### src/rtl/fetch_queue.sv
// fetch_queue: instruction fetch queue between itcm and the execution stage.
// Tracks one in-flight itcm fetch and captures its response one cycle later
// with its PC. Captured {pc, inst} pairs sit in a DEPTH-entry circular buffer.
// Fetch credit (issue_ok) is granted only while every in-flight fetch is
// guaranteed a free slot. A redirect (flush) drops everything.
// Optional feature macro: FETCH_QUEUE_BYPASS_EN. When it is defined, a response
// arriving at an empty queue is presented on out_* in the same cycle.
//
// Handshake: out_v/out_rdy follow strict valid/ready semantics. A transfer
// happens on a rising edge where out_v & out_rdy. out_v never depends on
// out_rdy. While out_v=1 and out_rdy=0 the head is held stable. On the request
// side, req_v is honoured only while issue_ok=1.
module fetch_queue #(
  parameter int DEPTH = 4,
  parameter int XLEN  = 32
) (
  input  logic            clk,
  input  logic            reset,
  input  logic            req_v,
  input  logic [XLEN-1:0] req_pc,
  input  logic [XLEN-1:0] inst_i,
  output logic            issue_ok,
  input  logic            flush,
  output logic            out_v,
  output logic [XLEN-1:0] out_pc,
  output logic [XLEN-1:0] out_inst,
  input  logic            out_rdy,
  output logic            empty
);

  localparam int AW = $clog2(DEPTH);
  localparam logic [AW+1:0] DEPTH_W = (AW+2)'(DEPTH);

  logic [XLEN-1:0] pc_mem   [DEPTH];
  logic [XLEN-1:0] inst_mem [DEPTH];
  logic [AW-1:0]   wr_ptr;
  logic [AW-1:0]   rd_ptr;
  logic [AW:0]     count;
  logic            pend_v;
  logic [XLEN-1:0] pend_pc;
  logic [XLEN-1:0] last_pc;
  logic [XLEN-1:0] last_inst;

  logic            stored_v;
  logic            byp_v;
  logic [XLEN-1:0] head_pc;
  logic [XLEN-1:0] head_inst;
  logic [AW+1:0]   occupancy;
  logic            req_acc;
  logic            push;
  logic            pop;

  // Head selection, credit and push/pop decode from registered state.
  always_comb begin
    stored_v  = (count != '0);
`ifdef FETCH_QUEUE_BYPASS_EN
    byp_v     = pend_v & ~flush & ~stored_v;
`else
    byp_v     = 1'b0;
`endif
    head_pc   = stored_v ? pc_mem[rd_ptr]   : pend_pc;
    head_inst = stored_v ? inst_mem[rd_ptr] : inst_i;
    out_v     = (stored_v | byp_v) & ~flush;
    // When nothing is presented, the last presented pair is held.
    out_pc    = out_v ? head_pc   : last_pc;
    out_inst  = out_v ? head_inst : last_inst;
    // Credit counts the in-flight fetch as an already-claimed slot.
    occupancy = {1'b0, count} + {{(AW+1){1'b0}}, pend_v};
    issue_ok  = flush | (occupancy < DEPTH_W);
    req_acc   = req_v & issue_ok;
    pop       = out_v & out_rdy & stored_v;
    // A bypassed response that is consumed immediately never touches storage.
    push      = pend_v & ~flush & ~(byp_v & out_rdy);
    empty     = ~stored_v & ~pend_v;
  end

  // Queue state, in-flight tracking and held output registers.
  always_ff @(posedge clk) begin
    if (reset) begin
      wr_ptr    <= '0;
      rd_ptr    <= '0;
      count     <= '0;
      pend_v    <= 1'b0;
      pend_pc   <= '0;
      last_pc   <= '0;
      last_inst <= '0;
      for (int i = 0; i < DEPTH; i++) begin
        pc_mem[i]   <= '0;
        inst_mem[i] <= '0;
      end
    end else begin
      pend_v <= req_acc;
      if (req_acc) begin
        pend_pc <= req_pc;
      end
      if (out_v) begin
        last_pc   <= head_pc;
        last_inst <= head_inst;
      end
      if (flush) begin
        wr_ptr <= '0;
        rd_ptr <= '0;
        count  <= '0;
      end else begin
        if (push) begin
          pc_mem[wr_ptr]   <= pend_pc;
          inst_mem[wr_ptr] <= inst_i;
          wr_ptr           <= wr_ptr + AW'(1);
        end
        if (pop) begin
          rd_ptr <= rd_ptr + AW'(1);
        end
        count <= count + (AW+1)'(push) - (AW+1)'(pop);
      end
    end
  end

endmodule

### config.mk
export PLATFORM = sky130hd
export DESIGN_NAME = fetch_queue
export DESIGN_NICKNAME = d
export VERILOG_FILES = /design/src/rtl/fetch_queue.sv
export SDC_FILE = /design/constraint.sdc
export NUM_CORES = 1
export LEC_CHECK = 0
export ABC_CLOCK_PERIOD_IN_PS = 2850
export CAP_MARGIN = 20
export CELL_PAD_IN_SITES_DETAIL_PLACEMENT = 0
export CELL_PAD_IN_SITES_GLOBAL_PLACEMENT = 1
export CORE_ASPECT_RATIO = 1.1
export CORE_MARGIN = 5
export CORE_UTILIZATION = 50
export CTS_BUF_LIST = sky130_fd_sc_hd__clkbuf_4 sky130_fd_sc_hd__clkbuf_8
export DETAILED_ROUTE_END_ITERATION = 7
export GPL_TIMING_DRIVEN = 0
export PLACE_DENSITY = 0.83
export SLEW_MARGIN = 5
export SYNTH_ARGS = -nofsm -noshare
export SYNTH_HDL_FRONTEND = slang
export SYNTH_SLANG_ARGS = --single-unit
### constraint.sdc
create_clock -name clk -period 2.85 [get_ports clk]
set_clock_uncertainty 0.1 [all_clocks]
set_input_delay 0.285 -clock clk [delete_from_list [all_inputs] [get_ports clk]]
set_output_delay 0.285 -clock clk [all_outputs]
set_load 0.03 [all_outputs]
# Word level (Yosys, flattened, before mapping)

Memories as Yosys holds them, arrays and structs flattened. A register that Yosys moved wholly into a read port is not among the register bits.
Cells that the tools add are included.

Flip-flop bits (word level): 104
Memory bits (writable): 256
Bits of input ports: 69
Memories kept: 2

Add/sub/neg operators: 5
$lt $le $gt $ge: 1
Multiplexer cells: 20
Bitwise logic cells: 10
Reduce and logical (&&, ||, !) cells: 4

Memory list:

| memory   | depth | width | rd ports | clocked after Yosys merged registers in | wr ports | RTL line | text |
|---|---|---|---|---|---|---|---|
| inst_mem | 4     | 32    | 1        | 1                                       | 4        | 35       | `logic [XLEN-1:0] inst_mem [DEPTH];` |
| pc_mem   | 4     | 32    | 1        | 1                                       | 4        | 34       | `logic [XLEN-1:0] pc_mem [DEPTH];` |

Operator list:

| cell                  | number |
|---|---|
| $mux W32              | 6 |
| $reduce_or A32 Y1     | 2 |
| $mux W2               | 6 |
| $mux W1               | 8 |
| $and A1 B1 Y1         | 6 |
| $add A2 B1 Y2 const B | 2 |
| $add A3 B1 Y4         | 1 |
| $lt A4 B3 Y1 const B  | 1 |
| $add A3 B1 Y3         | 1 |
| $not A1 Y1            | 3 |
| $reduce_bool A3 Y1    | 1 |
| $sub A3 B1 Y3         | 1 |
| $reduce_or A2 Y1      | 1 |
| $or A1 B1 Y1          | 1 |

# Longest topological paths before layout

Depth in word-level cells: 8
Mapped depth: 9
Mapped depth without buffers: 9

# Worst setup path after synthesis

Ideal clock, no wire load.

Kind: register to register
Start: register pend_v
End: memory inst_mem[0][0], enable pin
Setup time: 0.394 ns
Data arrival time: 1.891 ns
Data required time: 2.356 ns
Path slack: 0.465 ns
Cell stages (with the launch flop): 6
Buffers on the path: 1
Path through: dfxtp_1 > nor2b_2 > nand2b_1 > nor3_1 > clkbuf_2 > or2_2

RTL lines:

| what                     | RTL line | text |
|---|---|---|
| start: declaration       | 39       | `logic pend_v;` |
| start signal: assignment | 92       | `pend_v <= req_acc;` |
| end: declaration         | 35       |  |

==> key figures <==
Drt
  – Vias: 8560
  – Post-detailed-route count of antenna-violating nets: 0
  – DRT iter0 DRCs: 498
  – Average wire per standard cell: 19.2 µm
  – WL final: 32400 µm
  – Final routed DRC violation total: 0
  – Routed via count divided by cell count: 5.07
  – Pre-antenna DRT Iters: 4

Synthesis
  – Cells after synthesis: 1021
  – Synthesized area per cell: 15.1 µm²
  – Count of unique library cells instantiated by Yosys: 34
  – Post-synthesis cell area: 15400 µm²
  – Count of synthesis-stage warnings from yosys: 0
  – Flops & latches, synth: 362
  – Number of flops mapped to enable cells by yosys: 256
  – Net Count, Synth: 1094
  – Most common flop cell mapped by yosys: sky130_fd_sc_hd__edfxtp_1
  – Post-synthesis async set-or-reset flop share: 0
  – Sequential share of the synthesized area: 0.638

Run
  – Maximum Capacitance Violations: 0

Setup path
  – Crit path to: out_pc[21]
  – Minimum setup slack among reg-to-reg paths: 0.24 ns
  – Largest driver fanout on the critical path: 10
  – Kind of end point of the critical path: output port
  – Number of cells on the worst reg-to-reg path: 6
  – FF-to-FF End: inst_mem[0][3]$_SDFFCE_PN0P_
  – Classification of the worst setup path: flip-flop to output port
  – Worst Path Arrival: 2.44 ns
  – Startpoint of the lowest-slack register-to-register path: pend_v$_SDFF_PP0_
  – Required arrival time at the worst endpoint: 2.47 ns
  – Critical path startpoint category: flip-flop

STA
  – Total Neg Setup Slack: 0 ns
  – # setup viols final: 0
  – RSZ-0062 raised after global routing: yes
  – Slew at the pin closest to its max-slew limit: 0.745 ns
  – Worst relative slew slack: 0.503
  – Final critical path time including I/O delays and setup: 2.82 ns
  – Period utilization: 0.990
  – Crit path setup slack, layout: 0.0288 ns
  – Highest clock rate: 354 MHz
  – Count of endpoints failing hold in the final timing report: 0
  – Number of pins exceeding their max-slew limit in the final report: 0

Floorplanning
  – Initial standard-cell utilization of the core: 0.505
  – Total core area: 30400 µm²
  – Area of the die: 34300 µm²
  – Horizontal die dimension: 177 µm
  – Core Rows: 67
  – Number of placed I/O pins: 136
  – Die H: 194 µm

Clocking
  – Maximum root-to-sink buffer count: 3
  – Count of hold buffers inserted by post-cts repair: 0
  – Clock tree root buffer cell: sky130_fd_sc_hd__clkbuf_8
  – TritonCTS buffer count: 57
  – Clock latency on the worst-skew pair: 0.60 ns
  – Clock tree from TritonCTS: done
  – # H-tree levels: 2
  – Clock slew at the register clock pins of the worst setup and hold paths: 0.07 ns
  – Number of clock sinks: 362

Finish
  – Commonest cells after routing, fill and taps aside: sky130_fd_sc_hd__and2_1, sky130_fd_sc_hd__edfxtp_1, sky130_fd_sc_hd__dfxtp_1, sky130_fd_sc_hd__clkdlybuf4s50_1
  – Area added between synthesis and finish: 20.3%
  – Register cell area after layout: 9810 µm²
  – Area taken by multi-input logic gates: 5220 µm²
  – Post-layout util: 0.608
  – Fillers: 2420
  – Final nets: 1298
  – Fraction of final layout cells sized beyond drive strength 1: 0.278
  – Fin area: 18500 µm²
  – Final antenna diode count: 0

GRT
  – Gr ovfl total: 0
  – Wire length of the first global-routing pass: 50700 µm
  – Maximum number of pins on one net before global-route repair: 41
  – Overall global routing resource usage: 0.190
  – Initial antenna violation count: 0
  – Via count of the first global-routing pass: 9325

Hold path
  – Hold WC Path Type: input port to flip-flop

Placement
  – Worst-case setup slack after placement: -0.425 ns
  – Number of I/O port buffers: 134
  – Final HPWL DP: 20400 µm
  – Global placement routability congestion: 0.717
  – Cell Area, Placed: 17400 µm²

Run status
  – Run status: finished, final reports clean

Pwr
  – Post-route total power: 11.0 mW
  – Leakage: 7.12 nW
  – Cell area power density: 592 nW/µm²
  – Worst supply voltage drop on vdd: 0.391 mV
==> per-stage QoR <==
stage                     hold WS (ns)  std cells
after floorplan                  0.337       1021
after global placement           0.389       1569
after detailed placement         0.400       1573
after CTS                        0.127       1682
after global routing             0.155       1688
final                            0.152       1688
==> critical path, cell delays in order (launching register included) <==
cell and delay (ns):
sky130_fd_sc_hd__dfxtp_2 0.34, sky130_fd_sc_hd__buf_12 0.15, sky130_fd_sc_hd__buf_8 0.18, sky130_fd_sc_hd__mux4_2 0.53, sky130_fd_sc_hd__mux2_2 0.29, sky130_fd_sc_hd__dlygate4sd2_1 0.36
==> worst min path at each step <==
stage	end	cells past startpoint	start
global placement	pend_pc[1]$_SDFFE_PP0P_	2	pend_pc[1]$_SDFFE_PP0P_
finish	pend_pc[4]$_SDFFE_PP0P_	3	req_pc[4]
floorplan	pend_pc[0]$_SDFFE_PP0P_	2	req_pc[0]
CTS	pend_pc[4]$_SDFFE_PP0P_	3	req_pc[4]
global route	pend_pc[13]$_SDFFE_PP0P_	3	req_pc[13]
detailed placement	pend_pc[1]$_SDFFE_PP0P_	2	pend_pc[1]$_SDFFE_PP0P_
==> report_power, final <==
part	leakage [nW]	internal [mW]	switching, mW
combinational	2.97	0.288	0.336
sequential	3.51	5.81	0.0685
clock	0.637	2.51	1.93
==> flip-flops by register name (all words and copies together) (netlist names), named ones only <==
register,count
pend_v,1
count,3
pend_pc,32
rd_ptr,2
last_inst,32
last_pc,32
wr_ptr,2
pc_mem,128
inst_mem,128
==> metal layers <==
metal  global-route usage  up-vias  wire length (µm)
met5                    0        -                 0
met4               0.0619        0               772
met3               0.0277       61              1510
met2                0.342      208             16700
met1                0.237     4246             13400
li1                     -     4045                 -
==> cell families after synthesis <==
kind of cell               count (synthesis)  synth area share
DFF                                      362             0.638
and+or+nand+nor                          412             0.166
adders and majority gates                  4           0.00375
AOI/OAI and AO/OA                          4           0.00293
muxes                                    160             0.162
buffers and inverters                     74            0.0244
xor gates and xnor gates                   5           0.00285
==> synthesized netlist by cell type (5+ instances only) <==
cell type,count,share of area
sky130_fd_sc_hd__and2_1,256,0.10
sky130_fd_sc_hd__buf_2,9,0.0029
sky130_fd_sc_hd__buf_6,7,0.0051
sky130_fd_sc_hd__clkbuf_1,29,0.0071
sky130_fd_sc_hd__clkbuf_2,18,0.0059
sky130_fd_sc_hd__dfxtp_1,106,0.14
sky130_fd_sc_hd__edfxtp_1,256,0.50
sky130_fd_sc_hd__inv_1,5,0.0012
sky130_fd_sc_hd__mux2_2,64,0.047
sky130_fd_sc_hd__mux2i_1,32,0.021
sky130_fd_sc_hd__mux4_2,64,0.094
sky130_fd_sc_hd__nand2b_1,65,0.026
sky130_fd_sc_hd__nor2_1,12,0.0029
sky130_fd_sc_hd__nor2b_1,64,0.026
sky130_fd_sc_hd__xnor2_1,5,0.0028
==> layout make-up <==
type	count	area share
buffer	69	0.0250
clock buffer	100	0.0622
clock inverter	8	0.00183
inverter	5	0.00101
multi-input combinational	587	0.282
sequential	362	0.531
tap	414	0.0280
timing repair buffer	143	0.0690
==> repair_timing <==
item / in CTS / in global routing
endpoints found under the setup margin: 102 / 79
gates resized for setup: 129 / 104
gates cloned: 1 / 1
setup buffers: 0 / 5
pin swaps: 0 / 0
(Power assumes the default switching activity.)
